## src/rtl/muldiv_pkg.sv

```systemverilog
// Core-wide encodings for the multiply/divide unit: operation codes and
// the FSM states used by muldiv_unit.
package muldiv_pkg;

    typedef enum logic [1:0] {
        MD_MULT  = 2'b00,
        MD_MULTU = 2'b01,
        MD_DIV   = 2'b10,
        MD_DIVU  = 2'b11
    } mdOp_t;

    typedef enum logic [1:0] {
        S_IDLE = 2'b00,
        S_CALC = 2'b01,
        S_FIX  = 2'b10
    } mdState_t;

    // Signed variants are the even encodings (MULT, DIV).
    function automatic logic isSignedOp(input logic [1:0] op);
        return (op == MD_MULT) || (op == MD_DIV);
    endfunction

endpackage

```

## src/rtl/muldiv_unit_step.sv

```systemverilog
// One radix-2 iteration of the shared multiply/divide datapath.
// Multiply: accIn = {partial product, remaining multiplier bits}; shift-add.
// Divide: accIn = {partial remainder, remaining dividend / quotient bits};
// restoring shift-subtract with a WIDTH+1-bit trial remainder.
module mdu_step
    import muldiv_pkg::*;
#(
    parameter int WIDTH = 32
) (
    input  logic                 isDiv,
    input  logic [2*WIDTH-1:0]   accIn,
    input  logic [WIDTH-1:0]     operand,
    output logic [2*WIDTH-1:0]   accOut,
    output logic                 qBit
);

    logic [WIDTH:0]   mulSum;
    logic [WIDTH:0]   divShift;
    logic [WIDTH+1:0] divTrial;

    // Compute both the multiply and divide step and select by mode.
    always_comb begin
        mulSum   = {1'b0, accIn[2*WIDTH-1:WIDTH]} + (accIn[0] ? {1'b0, operand} : '0);
        divShift = {accIn[2*WIDTH-1:WIDTH], accIn[WIDTH-1]};
        divTrial = {1'b0, divShift} - {2'b00, operand};
        qBit     = 1'b0;
        accOut   = '0;
        if (isDiv) begin
            qBit = ~divTrial[WIDTH+1];
            if (qBit) begin
                accOut = {divTrial[WIDTH-1:0], accIn[WIDTH-2:0], 1'b1};
            end else begin
                accOut = {divShift[WIDTH-1:0], accIn[WIDTH-2:0], 1'b0};
            end
        end else begin
            accOut = {mulSum, accIn[WIDTH-1:1]};
        end
    end

endmodule

```

## src/rtl/muldiv_unit.sv

```systemverilog
// Iterative multiply/divide unit with architectural HI/LO registers.
// Works on operand magnitudes for WIDTH cycles, then applies sign
// correction in one FIX cycle and writes HI/LO. Busy stalls the pipeline.
module muldiv_unit
    import muldiv_pkg::*;
#(
    parameter int WIDTH = 32
) (
    input  logic             CLK,
    input  logic             Reset,
    input  logic             Start,
    input  logic [1:0]       Op,
    input  logic [WIDTH-1:0] SrcA,
    input  logic [WIDTH-1:0] SrcB,
    input  logic             Flush,
    input  logic             WeHi,
    input  logic             WeLo,
    input  logic [WIDTH-1:0] WData,
    output logic             Busy,
    output logic             Done,
    output logic [WIDTH-1:0] Hi,
    output logic [WIDTH-1:0] Lo
);

    localparam int CNTW = $clog2(WIDTH + 1);

    mdState_t         state;
    mdOp_t            opReg;
    logic [CNTW-1:0]  count;
    logic [2*WIDTH-1:0] acc;
    logic [WIDTH-1:0] operandReg;
    logic [WIDTH-1:0] rawA;
    logic             negRes;
    logic             negRem;
    logic             divZero;
    logic [WIDTH-1:0] hiReg;
    logic [WIDTH-1:0] loReg;
    logic             doneReg;

    logic [WIDTH-1:0]   magA;
    logic [WIDTH-1:0]   magB;
    logic [2*WIDTH-1:0] stepAcc;
    logic               stepQBit;
    logic [WIDTH-1:0]   fixHi;
    logic [WIDTH-1:0]   fixLo;
    logic               startOk;

    mdu_step #(.WIDTH(WIDTH)) stepInst (
        .isDiv   (opReg[1]),
        .accIn   (acc),
        .operand (operandReg),
        .accOut  (stepAcc),
        .qBit    (stepQBit)
    );

    // Operand magnitudes for signed ops; -2^(WIDTH-1) maps to its unsigned magnitude.
    always_comb begin
        startOk = Start && !Flush;
        magA    = (isSignedOp(Op) && SrcA[WIDTH-1]) ? (~SrcA + 1'b1) : SrcA;
        magB    = (isSignedOp(Op) && SrcB[WIDTH-1]) ? (~SrcB + 1'b1) : SrcB;
    end

    // Sign correction and special-case results written to HI/LO in FIX.
    always_comb begin
        fixHi = '0;
        fixLo = '0;
        if (opReg[1]) begin
            if (divZero) begin
                fixHi = rawA;
                fixLo = '1;
            end else begin
                fixLo = (isSignedOp(opReg) && negRes) ? (~acc[WIDTH-1:0] + 1'b1) : acc[WIDTH-1:0];
                fixHi = (isSignedOp(opReg) && negRem) ? (~acc[2*WIDTH-1:WIDTH] + 1'b1) : acc[2*WIDTH-1:WIDTH];
            end
        end else begin
            {fixHi, fixLo} = (isSignedOp(opReg) && negRes) ? (~acc + 1'b1) : acc;
        end
    end

    // FSM, iteration counter, operand latches and the HI/LO register file.
    always_ff @(posedge CLK or posedge Reset) begin
        if (Reset) begin
            state      <= S_IDLE;
            opReg      <= MD_MULT;
            count      <= '0;
            acc        <= '0;
            operandReg <= '0;
            rawA       <= '0;
            negRes     <= 1'b0;
            negRem     <= 1'b0;
            divZero    <= 1'b0;
            hiReg      <= '0;
            loReg      <= '0;
            doneReg    <= 1'b0;
        end else begin
            doneReg <= 1'b0;
            case (state)
                S_IDLE: begin
                    if (startOk) begin
                        opReg   <= mdOp_t'(Op);
                        rawA    <= SrcA;
                        divZero <= (SrcB == '0);
                        negRes  <= isSignedOp(Op) && (SrcA[WIDTH-1] ^ SrcB[WIDTH-1]);
                        negRem  <= isSignedOp(Op) && SrcA[WIDTH-1];
                        count   <= CNTW'(WIDTH);
                        state   <= S_CALC;
                        if (Op[1]) begin
                            acc        <= {{WIDTH{1'b0}}, magA};
                            operandReg <= magB;
                        end else begin
                            acc        <= {{WIDTH{1'b0}}, magB};
                            operandReg <= magA;
                        end
                    end else begin
                        if (WeHi) hiReg <= WData;
                        if (WeLo) loReg <= WData;
                    end
                end
                S_CALC: begin
                    if (Flush) begin
                        state <= S_IDLE;
                    end else begin
                        acc   <= stepAcc;
                        count <= count - 1'b1;
                        if (count == CNTW'(1)) state <= S_FIX;
                    end
                end
                S_FIX: begin
                    state <= S_IDLE;
                    if (!Flush) begin
                        hiReg   <= fixHi;
                        loReg   <= fixLo;
                        doneReg <= 1'b1;
                    end
                end
                default: state <= S_IDLE;
            endcase
        end
    end

    assign Busy = (state != S_IDLE);
    assign Done = doneReg;
    assign Hi   = hiReg;
    assign Lo   = loReg;

    // The quotient bit is already folded into the accumulator by the step.
    logic unusedQBit;
    assign unusedQBit = stepQBit;

endmodule

```

## config.mk

```make
export PLATFORM = sky130hd
export DESIGN_NAME = muldiv_unit
export DESIGN_NICKNAME = d
export VERILOG_FILES = /design/src/rtl/muldiv_pkg.sv /design/src/rtl/muldiv_unit_step.sv /design/src/rtl/muldiv_unit.sv
export SDC_FILE = /design/constraint.sdc
export NUM_CORES = 1
export LEC_CHECK = 0
export ABC_AREA = 1
export CAP_MARGIN = 20
export CELL_PAD_IN_SITES_DETAIL_PLACEMENT = 0
export CELL_PAD_IN_SITES_GLOBAL_PLACEMENT = 2
export CORE_UTILIZATION = 32
export CTS_CLUSTER_DIAMETER = 50
export DETAILED_ROUTE_END_ITERATION = 7
export PLACE_DENSITY = 0.9
export SYNTH_ARGS = -nofsm -noshare
export SYNTH_HDL_FRONTEND = slang
export SYNTH_SLANG_ARGS = --single-unit
```

## constraint.sdc

```tcl
create_clock -name CLK -period 8.7 [get_ports CLK]
set_input_delay 0.87 -clock CLK [delete_from_list [all_inputs] [get_ports CLK]]
set_output_delay 0.87 -clock CLK [all_outputs]
set_load 0.05 [all_outputs]
```

# Word level (Yosys, flattened, before mapping)
# Index checks and enable logic that the tools add are counted.
# word_totals
out_inout_bits	66
word_cells	93
regBits	206
input_bits	104
# classes
n_reduce_logical	21
n_bitwise	6
mux	34
eq_ne	12
addsub	8
# op_table
operator	n
32-bit two-way mux	17
64-bit two-way mux	5
32-bit by 1-bit adder with 32-bit output, second input constant	4
32-bit inverter	4
32-bit one-hot mux with 2 select lines	2
64-bit one-hot mux with 2 select lines	1
64-bit by 1-bit adder with 64-bit output, second input constant	1
64-bit inverter	1
33-bit by 32-bit subtractor with 34-bit output	1
32-bit by 33-bit adder with 33-bit output	1
32-bit zero test	1
6-bit two-way mux	2
2-bit != test, second input constant	6
6-bit one-hot mux with 2 select lines	1
4-bit AND reduction	2
2-bit equality test, second input constant	3
6-bit by 1-bit equality test with 1-bit output, second input constant	1
1-bit logical AND	6
2-bit zero test	3
2-bit two-way mux	3
2-bit nonzero test	3
6-bit by 1-bit subtractor with 6-bit output, second input constant	1
2-bit one-hot mux with 2 select lines	1
2-bit AND reduction	2
other kinds (7)	9

# Depth between registers and ports, before layout
# Gate-level depths: netlist of run 1.
# depth
depth_word	8
depth_mapped	19
ltp_nobuf	17

# Hierarchy
# Synthesis of run 1 repeated with hierarchy kept, for this count alone.
# hier_totals
cells_unflattened	3531
hier_area_um2	20467.1
# modules_own_cells
module	cells_per_inst	instances	seq_area_each_um2	area_each_um2
muldiv_unit	2187	1	5154.9	14186.1
mdu_step	1344	1	0.0	6281.0

# Worst setup path before layout of run 1
# No wires, ideal clock.
# synth_timing
path_type	flip-flop to flip-flop
from	register acc[0]
to	register acc[53]
t_arrival_ns	2.421
required_time_ns	8.583
synth_period_minus_slack_ns	2.538
setup_time_ns	0.117
setup_slack_ns	6.162
path_stages_with_launch	17
path_buffers	2
cell_sequence	dfrtp_1 > buf_2 > clkbuf_1 > nand2_1 > inv_1 > ha_1 > inv_1 > fa_1 > o21ai_2 > nand2_1 > nand2_1 > nand3_1 > nand3_1 > nor2_1 > or2_2 > nand3_1 > nand2_1
# synth_via
elab_chain_len	5
# synth_rtl
element	line_no	source
from (decl)	muldiv_unit.sv:30	logic [2*WIDTH-1:0] acc;
from (signal assigned)	muldiv_unit.sv:108	acc <= {{WIDTH{1'b0}}, magA};
from (signal assigned)	muldiv_unit.sv:111	acc <= {{WIDTH{1'b0}}, magB};
from (signal assigned)	muldiv_unit.sv:123	acc <= stepAcc;
32-bit two-way mux	muldiv_unit_step.sv:23	mulSum = {1'b0, accIn[2*WIDTH-1:WIDTH]} + (accIn[0] ? {1'b0, operand} : '0);
32-bit by 33-bit adder with 33-bit output	muldiv_unit_step.sv:23	
64-bit two-way mux	muldiv_unit_step.sv:28	if (isDiv) begin
64-bit two-way mux	muldiv_unit.sv:120	if (Flush) begin
64-bit one-hot mux with 2 select lines	muldiv_unit.sv:97	case (state)
# Every way passes these cells. The select of a mux whose other input is x is not followed.
# A chain may end at the register's enable or synchronous reset.

# Worst setup path after layout of run 1
# layout_timing
from	register state[0]
to	register acc[39]
# layout_via
elab_chain_len	3
word_cells_on_any_way	7
cone_classes	3 x eq/ne; 1 x mux; 3 x reduce/logical
# layout_rtl
element	line_no	source
from (decl)	muldiv_unit.sv:27	mdState_t state;
from (signal assigned)	muldiv_unit.sv:83	state <= S_IDLE;
from (signal assigned)	muldiv_unit.sv:106	state <= S_CALC;
from (signal assigned)	muldiv_unit.sv:121	state <= S_IDLE;
2-bit by 1-bit equality test with 1-bit output or 2-bit zero test (tied branches)	muldiv_unit.sv:97	
2-bit != test (no line) or 2-bit nonzero test (tied branches)	n/a	
3-bit AND reduction (no line)	n/a	
# Several ways; a longest one is shown, not always the timed one.

==> results of run 1 <==
-- cell type report --
type | instances | area (um^2)
Fill cell | 7009 | 39000
Multi-Input combinational cell | 2666 | 13000
Sequential cell | 206 | 5160
Timing Repair Buffer | 192 | 1860
Inverter | 424 | 1610
Tap cell | 846 | 1060
Clock buffer | 42 | 985
Clock inverter | 23 | 269
-- stage by stage --
step / instance area (um^2) / power (W) / worst slack [ns] / hold slack (ns) / cells
6_report: 23900 / 0.00825 / 5.01 / 0.476 / 4399
5_1_grt: 23900 / 0.00881 / 4.82 / 0.496 / 4399
4_1_cts: 23900 / 0.00816 / 5.15 / 0.484 / 4399
3_5_place_dp: 22700 / 0.00667 / 4.81 / 0.469 / 4334
3_3_place_gp: 22700 / 0.00667 / 4.84 / 0.463 / 4334
2_1_floorplan: 20300 / 0.00501 / 2.21 / 0.448 / 3426
-- power by group --
part / switching [W] / total, W / internal (W)
Clock: 0.000580 / 0.00148 / 0.000896
Combinational: 0.00339 / 0.00488 / 0.00149
Sequential: 0.000610 / 0.00189 / 0.00128
Total: 0.00458 / 0.00825 / 0.00367
-- cells in the final DEF, fill, tap and decap left out, types with 16 or more instances in the layout --
cell type        Yosys  final
nand2_1            998    998
nor2_1             434    433
inv_1              410    409
nand3_1            327    327
o21ai_0            225    225
a21oi_1            223    223
dfrtp_1            206    205
clkdlybuf4s50_1      0    169
ha_1                70     70
xor2_1              56     56
o211ai_1            42     42
nand4_1             40     40
clkbuf_16            0     37
nor3_1              29     29
buf_4                3     23
a21boi_1            17     17
or2_2               16     16
or2_0               16     16
-- worst paths after layout --
path                            depth (start not counted)  slack (ns)       end      from
worst max register to register                          9        5.01   acc[39]  state[0]
worst min register to register                          2        0.48    Lo[17]    Lo[17]
worst min-delay path                                    2        0.48    Lo[17]    Lo[17]
worst max-delay path                                    9        5.01   acc[39]  state[0]
min in group asynchronous                               2        0.81     Lo[4]     Reset
max in group asynchronous                               3        6.49  opReg[1]     Reset
-- metal layers --
layer | vias to the layer above | GRT usage, %
met3 | 155 | 3.96
met5 | - | 0
met4 | 2 | 9.95
met2 | 925 | 42.7
li1 | 11329 | -
met1 | 10913 | 41.8
-- sequential cells by signal, indices dropped and copies added (netlist names), 2 cells and up --
register and cells:
Lo 32, count 6, operandReg 32, opReg 2, state 2, acc 64
rawA 32, Hi 32
-- logic make-up after synthesis --
family          count (synthesis)  share of synthesized area [%]
compound gates                600                           16.6
xor+xnor                       63                           2.71
fa+ha+maj                      72                           4.50
buf+inv                       554                           10.8
flops                         206                           25.3
simple gates                 1931                           40.1
-- worst max-delay path: cells and delay by family (launching register included) --
family | cells | cell delay, ns
AND/OR/NAND/NOR | 3 | 1.01
buffers and inverters | 5 | 1.77
flip-flops | 1 | 0.46
AO/OA/AOI/OAI | 1 | 0.19
==> flow_metrics.tcl, run 1 <==
set metrics [dict create \
    synth_edf_count 0 \
    syn_nets 3602 \
    dr_wl_met3_mm 7.26 \
    grt_util_all_layers_pct 28.6 \
    status "finished, final reports clean" \
    ir_drop_mv 0.177 \
    port_buffers 169 \
    synth_cells 3426 \
    hold_path.class "flip-flop to flip-flop" \
    hpwlAfterDp_mm 75.8 \
    num_rows 92 \
    yosys-top-cells-count "nand2_1 (998), nor2_1 (434), inv_1 (410)" \
    via_count 23324 \
    cts_setup_buffers 0 \
    period_share_pct 42.4 \
    clk_pin_slew_ns 0.05 \
    path_cells "inv_1 -> nor2_2 -> inv_2 -> nor2_4 -> nor2_4 -> buf_4 -> buf_4 -> inv_2 -> o21ai_0" \
    tightestPinTransition_ns 1.00 \
    wl_met1_mm 43.3 \
    core_mm2 0.0630 \
    cts_buffer_depth 3 \
    worstSetupStartpointType "flip-flop" \
    dr.max_layer_used "met5" \
    post_cts_resized 0 \
    crit_path_max_fanout 40 \
    antenna_found_initial 1 \
    synth_area_leaders "dfrtp_1 (25%), nand2_1 (18%), nand3_1 (8.0%)" \
    fmax_ghz 0.271 \
    async_flop_share_pct 100 \
    grt_pass1_wl_mm 137 \
    utilization_pct 38.0 \
    drc_errors 0 \
    io_pins 170 \
    ys_ff_latch 206 \
    gr-total-overflow 0 \
    yosysMostFrequentCell "nand2_1" \
    crit_required_ns 9.09 \
    vias_per_cell 5.30 \
    drv_cap 0 \
    setup_viol 0 \
    synthFlopType "dfrtp_1" \
    numCtsBuffers 37 \
    hold_buffers 0 \
    fin_skew_ns 0.0535 \
    route.met2.wl_mm 39.8 \
    die_area_mm2 0.0646 \
    clk_latency_ns 0.58 \
    initial_core_util_pct 32.3 \
    htree_levels 2 \
    grt_pass1_vias 21263 \
    grt_start_max_net_pins 90 \
    wl_per_cell_um 21.3 \
    yosysWarnings 0 \
    fp.dieW_um 254 \
    finalSetupTns_ns 0 \
    cts-root-buf "clkbuf_16" \
    drt_iter0_drc 2363 \
    ant_nets 0 \
    final_nets 3703 \
    dr.pass1.iters 7 \
    cp_slowest_stage_delay_ns 0.70 \
    syn_to_final_growth_pct 17.7 \
    cp-end-kind "flip-flop" \
    gp_congestion 1.00 \
    synth_top_area_share_pct 25.3 \
    syn_area_mm2 0.0203 \
    power_density_mw_per_mm2 344 \
    hold_viol 0 \
    critPathKind "flip-flop to flip-flop" \
    arrival_ns 4.07 \
    cts_tree "yes" \
    max-slew-margin-rel_pct 33.2 \
    avgSynthCellArea_um2 5.94 \
    period_minus_slack_ns 3.69 \
    p_leak_nw 11.6 \
    clkSinkCount 206 \
    critPathSlowestCell "nor2_2" \
    die_height_um 254 \
    rsz0062_at_grt "no" \
    final_max_slew_viol_count 0 \
    synth.largest_area_cell "dfrtp_1" \
    yosysSeqAreaShare_pct 25.3 \
    drive_above_1_share_pct 4.78 \
    wl_mm 93.8 \
    diodes 0 \
    yosysUniqueCellTypes 54 \
]
Note: power is estimated with default switching activity, not from simulation.
==> run 2: changes to the inputs <==
--- a/config.mk
+++ b/config.mk
@@ -9,10 +9,10 @@
 export CAP_MARGIN = 20
 export CELL_PAD_IN_SITES_DETAIL_PLACEMENT = 0
 export CELL_PAD_IN_SITES_GLOBAL_PLACEMENT = 2
-export CORE_UTILIZATION = 32
+export CORE_UTILIZATION = 29
 export CTS_CLUSTER_DIAMETER = 50
 export DETAILED_ROUTE_END_ITERATION = 7
-export PLACE_DENSITY = 0.9
+export PLACE_DENSITY = 0.87
 export SYNTH_ARGS = -nofsm -noshare
 export SYNTH_HDL_FRONTEND = slang
 export SYNTH_SLANG_ARGS = --single-unit
==> constraint.sdc (replaced) <==
create_clock -name CLK -period 3.1 [get_ports CLK]
set_input_delay 0.31 -clock CLK [delete_from_list [all_inputs] [get_ports CLK]]
set_output_delay 0.31 -clock CLK [all_outputs]
set_load 0.05 [all_outputs]
==> run 2 against run 1 <==
  * Via count grew 0.22%
  * Sequential power grew 150%
  * Core utilization shrank 2.3 points
  * Largest cell class unchanged
  * Highest routed layer is now met4
  * Worst hold slack lost 0.43 ns
  * Total power grew to 2.9 times the previous value
  * Clock power grew to 2.7 times the previous value
  * Combinational power grew to 3.1 times the previous value
  * Clock skew shrank 0.0030 ns
  * Register-to-register slack lost 4.8 ns
  * Critical endpoint is now acc[60]
  * Final area grew 2.8%
==> flow_metrics.tcl, run 2 (synthesis results as in run 1) <==
set metrics [dict create \
    rsz0062_at_grt "no" \
    arrival_ns 3.33 \
    cts_buffer_depth 3 \
    cts_setup_buffers 0 \
    r2r_start "acc[0]" \
    critPathKind "flip-flop to flip-flop" \
    core_mm2 0.0689 \
    final_max_slew_viol_count 0 \
    num_rows 96 \
    finalSetupTns_ns 0 \
    crit_path_max_fanout 30 \
    fp.dieW_um 267 \
    die_height_um 267 \
    clk_latency_ns 0.58 \
    gr-total-overflow 0 \
    power_density_mw_per_mm2 962 \
    wl_per_cell_um 21.3 \
    period_share_pct 93.5 \
    final_common_cell "nand2_1" \
    setup_viol 0 \
    grt_pass1_wl_mm 142 \
    multi_input_area_mm2 0.0130 \
    initial_core_util_pct 29.5 \
    drive_above_1_share_pct 6.49 \
    antenna_found_initial 0 \
    gp_congestion 0.982 \
    clk_pin_slew_ns 0.06 \
    p_leak_nw 11.9 \
    via_count 23376 \
    reg2reg_to "acc[60]" \
    cts-root-buf "clkbuf_16" \
    max-slew-margin-rel_pct 44.9 \
    hpwlAfterDp_mm 79.0 \
    period_minus_slack_ns 2.90 \
    cp-end-kind "flip-flop" \
    layout_common_cells "nand2_1 (998), nor2_1 (433), inv_1 (409), nand3_1 (327), o21ai_0 (225)" \
    vias_per_cell 5.13 \
    fmax_ghz 0.345 \
    worstSetupStartpointType "flip-flop" \
    final_nets 3771 \
    clkSinkCount 206 \
    ant_nets 0 \
    cts_tree "yes" \
    hold_path.class "input pin to async pin" \
    drc_errors 0 \
    port_buffers 169 \
    numCtsBuffers 35 \
    largest_reg_flops 64 \
    ir_drop_mv 0.426 \
    post_cts_resized 0 \
    grt_util_all_layers_pct 27.0 \
    die_area_mm2 0.0712 \
    io_pins 170 \
    fillerInstances 7769 \
    hold_viol 0 \
    top_register "acc" \
    grt_pass1_vias 21547 \
    grt_start_max_net_pins 89 \
    reg2reg_slack_ns 0.20 \
    setup_ws_ns 0.202 \
    drv_cap 0 \
    syn_to_final_growth_pct 21.1 \
    tightestPinTransition_ns 0.826 \
    wl_mm 97.0 \
    drt_iter0_drc 2466 \
    diodes 0 \
    dp_worst_setup_slack_ns 0.243 \
    crit_required_ns 3.53 \
    regArea_mm2 0.00516 \
    status "finished, final reports clean" \
    dr.pass1.iters 6 \
    hold_buffers 0 \
    htree_levels 2 \
    fin_skew_ns 0.0505 \
    reg2reg_depth 15 \
]
## run 2: cell types whose count changed in the layout (fill, tap and decap cells not counted), sizes merged
cell,previous run,this run
bufinv,2,3
buf,23,93
clkbuf,42,44
clkinvlp,3,5
clkinv,11,8
inv,431,428
## run 2: worst max-delay path: stages (launching register included)
cell     delay (ns)
dfrtp_1        0.44
buf_12         0.20
nand2_1        0.07
inv_1          0.04
ha_1           0.34
nand2_1        0.10
o21ai_0        0.47
nand2_1        0.17
nand2_1        0.16
nand2_1        0.06
nand2_1        0.12
nand2_1        0.15
nand3_1        0.12
nand3_1        0.13
nand3_1        0.12
nand2_1        0.05
## run 2: layer usage
| metal | GRT usage [%] | share of wire, % | up-vias |
|---|---|---|---|
| li1 | - | - | 11459 |
| met1 | 39.3 | 47 | 10870 |
| met2 | 39.4 | 42 | 911 |
| met3 | 4.55 | 7.5 | 136 |
| met4 | 9.99 | 3.7 | 0 |
| met5 | 0 | 0 | - |
## run 2: through the flow
| step | utilization [%] | area [um^2] | hold slack (ns) | total power, W | instances |
|---|---|---|---|---|---|
| floorplan | - | 20300 | 0.376 | 0.0141 | 3426 |
| global placement | 34.0 | 23400 | 0.462 | 0.0193 | 4489 |
| detailed placement | 34.0 | 23400 | 0.468 | 0.0193 | 4489 |
| CTS | 35.7 | 24600 | 0.0312 | 0.0235 | 4553 |
| global route | 35.7 | 24600 | 0.0600 | 0.0254 | 4553 |
| finish | 35.7 | 24600 | 0.0426 | 0.0237 | 4553 |
## run 2: power by group
group	switching (W)	internal, W
Sequential	0.00106	0.00361
Combinational	0.0104	0.00460
Clock	0.00157	0.00248
Total	0.0130	0.0107
## run 2: layout make-up
cell class / count / area share [%]
clock inverter: 20 / 1.05
timing repair buffer: 262 / 10.1
sequential: 206 / 20.9
clock buffer: 44 / 3.86
multi-input combinational: 2666 / 52.8
tap: 931 / 4.73
inverter: 424 / 6.50
## run 2: worst max path at each step
stage	startpoint	endpoint	slack [ns]	cells past startpoint
after floorplan	Reset	Done	0.12	1
after global placement	SrcA[0]	acc[10]	0.28	10
after detailed placement	SrcB[0]	acc[28]	0.24	11
after CTS	acc[0]	acc[60]	0.27	15
after global routing	acc[0]	acc[60]	0.0008	15
final	acc[0]	acc[60]	0.20	15
